==> src/rtl/fetch_ctrl.sv <==
// fetch_ctrl: loads a program image into instruction memory through a
// valid/ready port, then switches permanently to sequential instruction
// fetch with downstream stall and branch/jump redirect.
module fetch_ctrl #(
    parameter logic [31:0] PC_BASE_ADDR   = 32'h8002_0000,
    parameter int unsigned PROG_MAX_WORDS = 1024
) (
    input  logic        clock,
    input  logic        reset,
    // loader port
    input  logic        ld_valid,
    input  logic [31:0] ld_data,
    input  logic        ld_last,
    output logic        ld_ready,
    // instruction memory
    output logic [31:0] mem_addr,
    output logic [31:0] mem_data_in,
    output logic        mem_rw,
    output logic        mem_en,
    input  logic [31:0] mem_data_out,
    // decode side
    input  logic        stall,
    input  logic        redirect_valid,
    input  logic [31:0] redirect_pc,
    output logic [31:0] instr_out,
    output logic [31:0] instr_pc,
    output logic        instr_valid,
    // status
    output logic        loading,
    output logic [31:0] load_count,
    output logic        load_overflow
);

    localparam logic [0:0] ST_LOAD  = 1'b0;
    localparam logic [0:0] ST_FETCH = 1'b1;

    localparam logic [31:0] MAX_WORDS = 32'(PROG_MAX_WORDS);

    logic [0:0]  state;
    logic [31:0] fetch_pc;  // next address to issue
    logic [31:0] req_pc;    // address whose data is on mem_data_out
    logic        req_valid;

    logic [31:0] load_next;
    logic        load_full;

    assign load_next = load_count + 32'd1;
    assign load_full = (load_next == MAX_WORDS);
    assign loading   = (state == ST_LOAD);

    // Memory and loader controls; everything is quiet while reset is held.
    always_comb begin
        ld_ready    = 1'b0;
        mem_en      = 1'b0;
        mem_rw      = 1'b0;
        mem_addr    = 32'd0;
        mem_data_in = 32'd0;
        if (!reset) begin
            if (state == ST_LOAD) begin
                ld_ready = 1'b1;
                if (ld_valid) begin
                    mem_en      = 1'b1;
                    mem_addr    = {load_count[29:0], 2'b00};
                    mem_data_in = ld_data;
                end
            end else begin
                mem_en = 1'b1;
                mem_rw = 1'b1;
                // During a stall re-read the in-flight word so that its data
                // is still on mem_data_out when decode finally accepts it.
                if (stall && req_valid && !redirect_valid)
                    mem_addr = req_pc - PC_BASE_ADDR;
                else
                    mem_addr = fetch_pc - PC_BASE_ADDR;
            end
        end
    end

    // State, load bookkeeping and the two-stage fetch pipeline.
    always_ff @(posedge clock) begin
        if (reset) begin
            state         <= ST_LOAD;
            load_count    <= 32'd0;
            load_overflow <= 1'b0;
            fetch_pc      <= PC_BASE_ADDR;
            req_pc        <= PC_BASE_ADDR;
            req_valid     <= 1'b0;
            instr_out     <= 32'd0;
            instr_pc      <= PC_BASE_ADDR;
            instr_valid   <= 1'b0;
        end else if (state == ST_LOAD) begin
            if (ld_valid) begin
                if (load_count < MAX_WORDS)
                    load_count <= load_next;
                if (ld_last || load_full) begin
                    state    <= ST_FETCH;
                    fetch_pc <= PC_BASE_ADDR;
                    if (!ld_last)
                        load_overflow <= 1'b1;
                end
            end
        end else begin
            if (redirect_valid) begin
                // Flush both stages; the new stream starts at the aligned PC.
                fetch_pc    <= {redirect_pc[31:2], 2'b00};
                req_valid   <= 1'b0;
                instr_valid <= 1'b0;
            end else if (!stall) begin
                instr_out   <= mem_data_out;
                instr_pc    <= req_pc;
                instr_valid <= req_valid;
                req_pc      <= fetch_pc;
                req_valid   <= 1'b1;
                fetch_pc    <= fetch_pc + 32'd4;
            end
        end
    end

endmodule

==> config.mk <==
export PLATFORM = sky130hd
export DESIGN_NAME = fetch_ctrl
export DESIGN_NICKNAME = d
export VERILOG_FILES = /design/src/rtl/fetch_ctrl.sv
export SDC_FILE = /design/constraint.sdc
export NUM_CORES = 1
export LEC_CHECK = 0
export BUFFER_PORTS_ARGS = -buffer_cell sky130_fd_sc_hd__buf_2
export CAP_MARGIN = 20
export CORE_ASPECT_RATIO = 1.5
export CORE_MARGIN = 3
export CORE_UTILIZATION = 36
export CTS_CLUSTER_DIAMETER = 100
export CTS_CLUSTER_SIZE = 16
export DETAILED_ROUTE_END_ITERATION = 8
export HOLD_SLACK_MARGIN = 0.1
export PLACE_DENSITY_LB_ADDON = 0.25
export SYNTH_ARGS = -nofsm -noshare
export SYNTH_HDL_FRONTEND = slang
export SYNTH_SLANG_ARGS = --single-unit
==> constraint.sdc <==
create_clock -name clock -period 3.7 [get_ports clock]
set_clock_uncertainty 0.1 [all_clocks]
set_input_delay 0.74 -clock clock [delete_from_list [all_inputs] [get_ports clock]]
set_output_delay 0.74 -clock clock [all_outputs]
set_load 0.005 [all_outputs]
==> results.yml, run 1 <==
setup_path:
  worstSetupPathType: "input pin to primary output"
  cp_data_required_time_ns: 2.86
  crit_slowest_cell: "nand3b_1"
  regToRegSetupSlack_ns: 0.29
  critPathMaxStageDelay_ns: 0.31
  critPathArrivalTime_ns: 2.77
  cp_max_fo: 6
  crit_path_cell_trace: "buf_2 > nand3b_1 > buf_4 > nor3_1 > nor2_1 > nor3_2 > buf_4 > nand3_1 > xnor2_2 > a2bb2oi_1 > nor2_1 > buf_2"
  crit_path_end_kind: "primary output"
  critical_path.top_delay_family: "simple AND/OR/NAND/NOR gates"
  worstSetupStartpointType: "input pin"
  crit_buf_inv: 4
routing:
  totalWireLength_mm: 28.3
  ant_nets: 0
  drcViolationCount: 0
  drt_iter0_drc: 466
  wl_per_cell_um: 16.6
  first_pass_iters: 5
  num_vias: 8791
  viasPerCell: 5.17
cts:
  numClockSinks: 158
  cts_made_buffers: 17
  cts_tree: "built"
  insertion_delay_ns: 0.43
  clockBufferDepth: 2
  h-tree-depth: 4
  holdBufCountCts: 0
  clkSlewWorstSetupHoldPaths_ns: 0.06
  clock-root-buffer: "clkbuf_16"
cells_and_area:
  final_common_cell: "nand2_1"
  drive_gt1_share_pct: 27.4
  final_cells: 1700
  final_cell_mix: "280 x nand2_1, 260 x buf_2, 158 x dfxtp_1, 116 x a21oi_1, 57 x nor2_1"
  final_nets: 1478
  area_delta_synth_final_pct: 26.1
  n_antenna_cell: 0
timing:
  fmax_mhz: 277
  slew_violations: 0
  fin_tns_setup_ns: 0
  min_period_ns: 3.61
  worstMarginPinSlew_ns: 0.737
  post-route-period-util_pct: 97.5
  whs_ns: 0.349
  rsz0062_at_grt: "true"
  hold_viol: 0
  slew_headroom_pct: 50.8
  setup_viol: 0
power:
  powerDensity_nw_per_um2: 355
  power_uw: 3850
  ir_drop_uv: 343
  p_leak_uw: 0.00452
synthesis:
  syn_area_um2: 8590
  syn_avg_cell_area_um2: 7.56
  async_flop_share_pct: 0
  yosys_most_used_dff: "dfxtp_1"
  syn_inst: 1137
  yosysSeqAreaShare_pct: 36.8
  synth_cell_types: 74
  synth_edf_count: 0
  ys_ff_latch: 158
  ys_warn_count: 0
flow_run:
  cap_violations: 0
floorplanning:
  die-area_um2: 25800
  die_height_um: 195
  io_pins: 268
  start_util_pct: 37.0
  coreArea_um2: 23200
  placementRows: 68
  dieWidth_um: 132
global_route:
  grt_first_pass_wirelength_mm: 44.2
  grt_max_degree: 53
  grt_usage_pct: 21.1
  grt-ovfl-total: 0
  grt_pass1_vias: 8276
  antenna_found_initial: 1
placed_design:
  gp_congestion: 0.902
  place_inst: 1666
  numPortBuffers: 261
  hpwlAfterDp_mm: 20.5
outcome:
  status: "completed"
min_path:
  hp-class: "flip-flop to flip-flop"
==> through the flow <==
step	setup slack, ns	util [%]	area, um^2
after floorplan	0.0124	-	8600
after global placement	0.0382	43.9	10200
after detailed placement	-0.00605	43.9	10200
after CTS	0.0420	46.5	10800
after global routing	-0.0558	46.7	10800
final	0.0932	46.7	10800
==> cells in the mapped netlist (13+ instances only) <==
cell / n / area [um^2]
xor2_1: 25 / 219
o21ai_0: 30 / 150
nor2_1: 58 / 218
dfxtp_1: 158 / 3160
nand3_1: 32 / 160
a21oi_1: 116 / 581
o211ai_1: 19 / 143
a31oi_1: 19 / 119
xnor2_1: 24 / 210
nand4_1: 16 / 100
nand2_1: 281 / 1050
and3_1: 13 / 81.3
nor2b_1: 21 / 131
mux2i_1: 38 / 380
and2_1: 42 / 263
nor3_1: 19 / 95.1
clkbuf_1: 64 / 240
==> kinds of logic after synthesis <==
logic type | count (synthesis) | synth area share (%)
compound gates | 226 | 15.8
xor+xnor | 49 | 5.00
fa+ha+maj | 4 | 0.583
buf+inv | 107 | 6.04
flops | 158 | 36.8
mux | 40 | 4.69
other cells | 1 | 0.0437
simple gates | 552 | 31.1
==> tightest hold or removal path: stages (launching register included) <==
cell,delay (ns)
dfxtp_1,0.30
nand2_1,0.05
a21oi_1,0.05
==> report_power, final <==
group	switching (uW)	internal [uW]	total, uW	leakage (uW)
Combinational	187	130	318	0.00295
Sequential	21.5	1720	1740	0.00127
Clock	719	1070	1790	0.000289
==> cell type report <==
class / count / area (um^2)
fill: 2375 / 12400
multi-input combinational: 875 / 4980
sequential: 158 / 3160
timing repair buffer: 309 / 1670
clock buffer: 20 / 447
tap: 315 / 394
clock inverter: 12 / 144
inverter: 11 / 41.3
==> worst paths after layout <==
check        cells past startpoint                    endpoint                        from
min reg2reg                      2  instr_out[19]$_SDFFE_PP0P_  instr_out[19]$_SDFFE_PP0P_
max                             12                mem_addr[28]              redirect_valid
max reg2reg                      9   fetch_pc[14]$_SDFFE_PP0P_  load_count[1]$_SDFFE_PP0P_
min                              2  instr_out[19]$_SDFFE_PP0P_  instr_out[19]$_SDFFE_PP0P_
==> sequential cells by signal (all words and copies together), names as in the netlist <==
name and flops:
instr_out 32, load_count 32, fetch_pc 30, instr_pc 30
req_pc 30, instr_valid 1, load_overflow 1, req_valid 1
state 1
==> routing by layer <==
metal	global-route usage [%]	vias up	wire length, um	share of wire [%]
li1	-	4346	-	-
met1	25.4	4097	11900	42
met2	37.5	311	14200	50
met3	3.87	35	1520	5.4
met4	7.28	2	588	2.1
met5	0	-	9	0.032
==> timing repair <==
item / in CTS / in global routing
resized for setup: 2 / 10
pin swaps: 0 / 4
setup endpoints to repair: 2 / 9
gates cloned: 0 / 0
buffers inserted: 0 / 2
No activity file was read; power rests on OpenSTA's default activity.
==> run 2: changes to the inputs <==
--- a/config.mk
+++ b/config.mk
@@ -5,6 +5,7 @@
 export SDC_FILE = /design/constraint.sdc
 export NUM_CORES = 1
 export LEC_CHECK = 0
+export ABC_AREA = 1
 export BUFFER_PORTS_ARGS = -buffer_cell sky130_fd_sc_hd__buf_2
 export CAP_MARGIN = 20
 export CORE_ASPECT_RATIO = 1.5
==> results.yml, run 2 <==
synthesis:
  synth.most_common_cell: "nor2_1"
  synth_commonest_cells: "325 x nor2_1, 305 x nand2_1, 158 x dfxtp_1, 156 x o21ai_0, 134 x inv_1"
  synth_cell_types: 38
  synth_edf_count: 0
  async_flop_share_pct: 0
  yosysTopAreaCellShare_pct: 35.8
  syn_area_um2: 8830
  ys_warn_count: 0
  yosysSeqAreaShare_pct: 35.8
  synthTopCellsByArea: "dfxtp_1 36%, nor2_1 14%, nand2_1 13%, o21ai_0 8.8%, inv_1 5.7%"
  yosys_most_used_dff: "dfxtp_1"
  syn_avg_cell_area_um2: 6.19
  syn_inst: 1427
  synth_area_leader_cell: "dfxtp_1"
  ys_ff_latch: 158
cells_and_area:
  area_delta_synth_final_pct: 26.1
  top_regs: "instr_out x32, load_count x32"
  final_common_cell: "nor2_1"
  n_antenna_cell: 0
  final_nets: 1767
  drive_gt1_share_pct: 21.4
  final_cell_mix: "322 x nor2_1, 305 x nand2_1, 261 x buf_2, 158 x dfxtp_1, 148 x o21ai_0"
  design_area_um2: 11100
power:
  p_sw_uw: 1280
  ir_drop_uv: 317
  pwr-share-clk_pct: 42.1
  switching_share_pct: 30.1
  internal-power_uw: 2970
  p_leak_uw: 0.00555
  powerDensity_nw_per_um2: 381
  combPwrFrac_pct: 14.2
  power_frac_seq_pct: 43.7
floorplanning:
  die-area_um2: 26500
  placementRows: 69
  coreArea_um2: 23900
  die_height_um: 198
  start_util_pct: 36.9
  dieWidth_um: 134
  io_pins: 268
setup_path:
  crit_path_end_kind: "primary output"
  critPathArrivalTime_ns: 2.68
  regToRegStartpoint: "load_count[1]$_SDFFE_PP0P_"
  setup.worst_path.start: "redirect_valid"
  cp_max_fo: 13
  rr_worst_depth: 16
  cp_data_required_time_ns: 2.86
  worstSetupStartpointType: "input pin"
  worstSetupPathType: "input pin to primary output"
timing:
  min_period_ns: 3.52
  post-route-period-util_pct: 95.1
  slew_violations: 0
  hold_viol: 0
  setup_viol: 0
  setup_slack_ns: 0.181
  slew_headroom_pct: 52.4
  rsz0062_at_grt: "true"
  worstMarginPinSlew_ns: 0.714
  fmax_mhz: 284
cts:
  clock-root-buffer: "clkbuf_16"
  numClockSinks: 158
  clockBufferDepth: 2
  clkSlewWorstSetupHoldPaths_ns: 0.07
  cts_made_buffers: 17
  h-tree-depth: 4
  cts_tree: "built"
  insertion_delay_ns: 0.45
  holdBufCountCts: 0
min_path:
  min_from: "load_overflow$_SDFFE_PP0P_"
  hp-class: "flip-flop to flip-flop"
  hold_depth: 1
global_route:
  grt-ovfl-total: 0
  grt_usage_pct: 23.4
  grt_max_degree: 118
  grt_pass1_vias: 9297
  grt_first_pass_wirelength_mm: 49.3
  antenna_found_initial: 1
placed_design:
  numPortBuffers: 261
  hpwlAfterDp_mm: 23.8
  placed_area_um2: 10500
  gp_congestion: 1.02
  place_ws_ns: -0.00387
routing:
  first_pass_iters: 5
  wl_per_cell_um: 15.9
  ant_nets: 0
  drcViolationCount: 0
  viasPerCell: 4.95
  num_vias: 9866
  drt_iter0_drc: 575
  totalWireLength_mm: 31.7
outcome:
  status: "completed"
flow_run:
  cap_violations: 0
[run 2: layout make-up]
| type | count | area (um^2) |
|---|---|---|
| multi-input cells | 1062 | 4920 |
| well taps | 319 | 399 |
| clock inverters | 14 | 148 |
| flip-flops and latches | 158 | 3160 |
| repair buffers | 287 | 1560 |
| inverters | 135 | 507 |
| fillers | 2564 | 12800 |
| clock buffers | 18 | 439 |
[run 2: final timing paths]
path,slack (ns),to
max reg2reg,0.72,fetch_pc[23]$_SDFFE_PP0P_
min reg2reg,0.37,load_overflow$_SDFFE_PP0P_
max,0.18,mem_addr[27]
min,0.37,load_overflow$_SDFFE_PP0P_
[run 2: metal layers]
| layer | vias to the layer above | track usage [%] | share of wire (%) |
|---|---|---|---|
| met5 | - | 0 | 0.041 |
| li1 | 5023 | - | - |
| met1 | 4435 | 27.6 | 40 |
| met2 | 332 | 39.5 | 48 |
| met3 | 74 | 5.24 | 6.4 |
| met4 | 2 | 12.9 | 5.4 |
[run 2: cells by family (layout without fill, tap and decap cells)]
kind of cell / after synthesis / in the layout / synth area share, %
flops: 158 / 158 / 35.8
compound gates: 270 / 270 / 16.2
fa+ha+maj: 4 / 4 / 0.567
xor+xnor: 22 / 22 / 2.18
simple gates: 762 / 762 / 35.6
other cells: 1 / 4 / 0.0424
buf+inv: 210 / 454 / 9.55
[run 2: worst max-delay path: stages]
cell and delay [ns]:
buf_2 0.13, inv_1 0.12, nand3_4 0.11, clkbuf_16 0.19, o21ai_1 0.23, nand2_1 0.08
nor2_1 0.13, nand3_1 0.13, nor3_2 0.17, buf_4 0.15, xor2_1 0.18, a22oi_1 0.09
nor2_1 0.10, buf_2 0.12
[run 2: power by group through the flow]
stage | logic, uW | clock network (uW) | registers, uW
finish | 602 | 1790 | 1860
global route | 685 | 1890 | 1870
CTS | 596 | 1830 | 1850
detailed placement | 593 | 0 | 1890
global placement | 587 | 0 | 1890
floorplan | 362 | 0 | 1870
[run 2: through the flow]
step                      TNS (ns)  hold slack [ns]  util [%]  power [uW]  cells
final                            0            0.366      46.6        4250   1993
after global routing       -0.0802            0.398      46.6        4440   1993
after CTS                        0            0.366      46.2        4280   1992
after detailed placement  -0.00387            0.348      43.7        2490   1960
after global placement           0            0.335      43.7        2480   1960
after floorplan                  0            0.336         -        2230   1430
[run 2: timing repair]
action / in CTS / in global routing
setup endpoints to repair: 1 / 5
pin swaps: 0 / 0
buffers inserted: 0 / 0
gates resized for setup: 1 / 24
gates cloned: 0 / 1
==> run 3: changes to the inputs <==
--- a/config.mk
+++ b/config.mk
@@ -8,14 +8,17 @@
 export ABC_AREA = 1
 export BUFFER_PORTS_ARGS = -buffer_cell sky130_fd_sc_hd__buf_2
 export CAP_MARGIN = 20
+export CELL_PAD_IN_SITES_DETAIL_PLACEMENT = 1
+export CELL_PAD_IN_SITES_GLOBAL_PLACEMENT = 2
 export CORE_ASPECT_RATIO = 1.5
 export CORE_MARGIN = 3
-export CORE_UTILIZATION = 36
+export CORE_UTILIZATION = 24
 export CTS_CLUSTER_DIAMETER = 100
 export CTS_CLUSTER_SIZE = 16
 export DETAILED_ROUTE_END_ITERATION = 8
 export HOLD_SLACK_MARGIN = 0.1
 export PLACE_DENSITY_LB_ADDON = 0.25
+export SLEW_MARGIN = 20
 export SYNTH_ARGS = -nofsm -noshare
 export SYNTH_HDL_FRONTEND = slang
 export SYNTH_SLANG_ARGS = --single-unit
==> results.yml, run 3 (same netlist as run 2, synthesis figures left out) <==
placed_design:
  hpwlAfterDp_mm: 29.1
  gp_congestion: 0.873
  numPortBuffers: 261
  place_inst: 2127
  place_ws_ns: -0.111
timing:
  slew_headroom_pct: 47.6
  setup_slack_ns: 0.180
  fin_tns_setup_ns: 0
  rsz0062_at_grt: "false"
  setup_viol: 0
  fmax_mhz: 284
  min_period_ns: 3.52
  slew_violations: 0
  hold_viol: 0
  worstMarginPinSlew_ns: 0.786
  post-route-period-util_pct: 95.1
outcome:
  status: "completed"
cts:
  numClockSinks: 158
  cts_tree: "built"
  clkSlewWorstSetupHoldPaths_ns: 0.06
  h-tree-depth: 4
  clock-root-buffer: "clkbuf_16"
  insertion_delay_ns: 0.45
  clockBufferDepth: 2
  cts_made_buffers: 17
  holdBufCountCts: 0
routing:
  first_pass_iters: 4
  drt_iter0_drc: 427
  num_vias: 10100
  drcViolationCount: 0
  wl_per_cell_um: 17.6
  viasPerCell: 4.66
  totalWireLength_mm: 38.1
  ant_nets: 0
cells_and_area:
  final_cells: 2163
  area_delta_synth_final_pct: 29.3
  multiInputGateArea_um2: 4950
  final_common_cell: "nor2_1"
  top_regs: "instr_out x32, load_count x32"
  fill_cells: 4742
  final_cell_mix: "321 x nor2_1, 304 x nand2_1, 261 x buf_2, 157 x dfxtp_1, 146 x o21ai_0"
  final_nets: 1779
  drive_gt1_share_pct: 22.1
  regArea_um2: 3160
flow_run:
  cap_violations: 0
floorplanning:
  start_util_pct: 24.4
  placementRows: 85
  die_height_um: 241
  coreArea_um2: 36200
  io_pins: 268
  die-area_um2: 39200
  dieWidth_um: 163
power:
  ir_drop_uv: 307
  powerDensity_nw_per_um2: 375
  p_leak_uw: 0.00557
  power_uw: 4290
setup_path:
  cp_max_fo: 8
  cp_data_required_time_ns: 2.86
  critPathArrivalTime_ns: 2.68
  crit_path_end_kind: "primary output"
  worstSetupStartpointType: "input pin"
  worstSetupPathType: "input pin to primary output"
  rr_worst_depth: 18
global_route:
  grt_pass1_vias: 9949
  grt_first_pass_wirelength_mm: 56.9
  grt-ovfl-total: 0
  antenna_found_initial: 1
  grt_max_degree: 118
  grt_usage_pct: 18.9
min_path:
  hold_depth: 2
  hp-class: "flip-flop to flip-flop"
## run 3: cell count changes in the layout (fill, tap and decap cells not counted), sizes merged
| cell | previous run | this run |
|---|---|---|
| buf | 286 | 297 |
| inv | 143 | 139 |
| clkinv | 3 | 5 |
| nand3 | 73 | 75 |
| clkinvlp | 2 | 1 |
| diode | 0 | 1 |
## run 3: worst paths after layout
kind | from | end | slack (ns)
setup reg to reg | load_count[1]$_SDFFE_PP0P_ | fetch_pc[23]$_SDFFE_PP0P_ | 0.58
hold / removal | instr_valid$_SDFFE_PP0P_ | instr_valid$_SDFFE_PP0P_ | 0.38
hold reg to reg | instr_valid$_SDFFE_PP0P_ | instr_valid$_SDFFE_PP0P_ | 0.38
setup / recovery | redirect_valid | mem_addr[29] | 0.18
## run 3: per-layer routing
metal	track usage [%]	vias up	wire, um
met3	3.47	52	1600
met4	9.34	0	1710
met1	21.6	4729	15400
li1	-	5062	-
met2	33.8	231	19400
met5	0	-	0
## run 3: worst max-delay path, stage by stage
cell and delay [ns]:
buf_2 0.12, clkinvlp_4 0.14, nand3_4 0.15, buf_12 0.13
nand2_1 0.09, o21ai_4 0.08, nand2_1 0.07, nor2_1 0.16
nand3_1 0.16, nor3_2 0.21, nand2_1 0.08, nand3_1 0.07
nand3_1 0.08, a21oi_1 0.26, buf_2 0.17
## run 3: timing repair
action                                  CTS  global route
buffers inserted                          0             3
gates resized for setup                   3            28
endpoints found under the setup margin    6             7
cloned                                    0             2
pin swaps                                 0             3
## run 3: power by group
part / switching, uW / internal (uW) / leakage [uW]
combinational: 401 / 235 / 0.00400
sequential: 92.6 / 1770 / 0.00129
clock: 810 / 977 / 0.000285
## run 3: final cells by class
| class | count | share of cell area (%) |
|---|---|---|
| antenna | 1 | 0.0219 |
| clock buffer | 19 | 3.96 |
| tap | 478 | 5.23 |
| timing repair buffer | 297 | 14.2 |
| multi-input combinational | 1064 | 43.4 |
| sequential | 158 | 27.7 |
| clock inverter | 11 | 1.07 |
| inverter | 135 | 4.48 |
## run 3: through the flow
| step | hold slack [ns] | instance area, um^2 | utilization (%) |
|---|---|---|---|
| after floorplan | 0.336 | 8850 | - |
| after global placement | 0.341 | 10700 | 29.6 |
| after detailed placement | 0.354 | 10700 | 29.6 |
| after CTS | 0.381 | 11300 | 31.2 |
| after global routing | 0.402 | 11400 | 31.6 |
| final | 0.379 | 11400 | 31.6 |
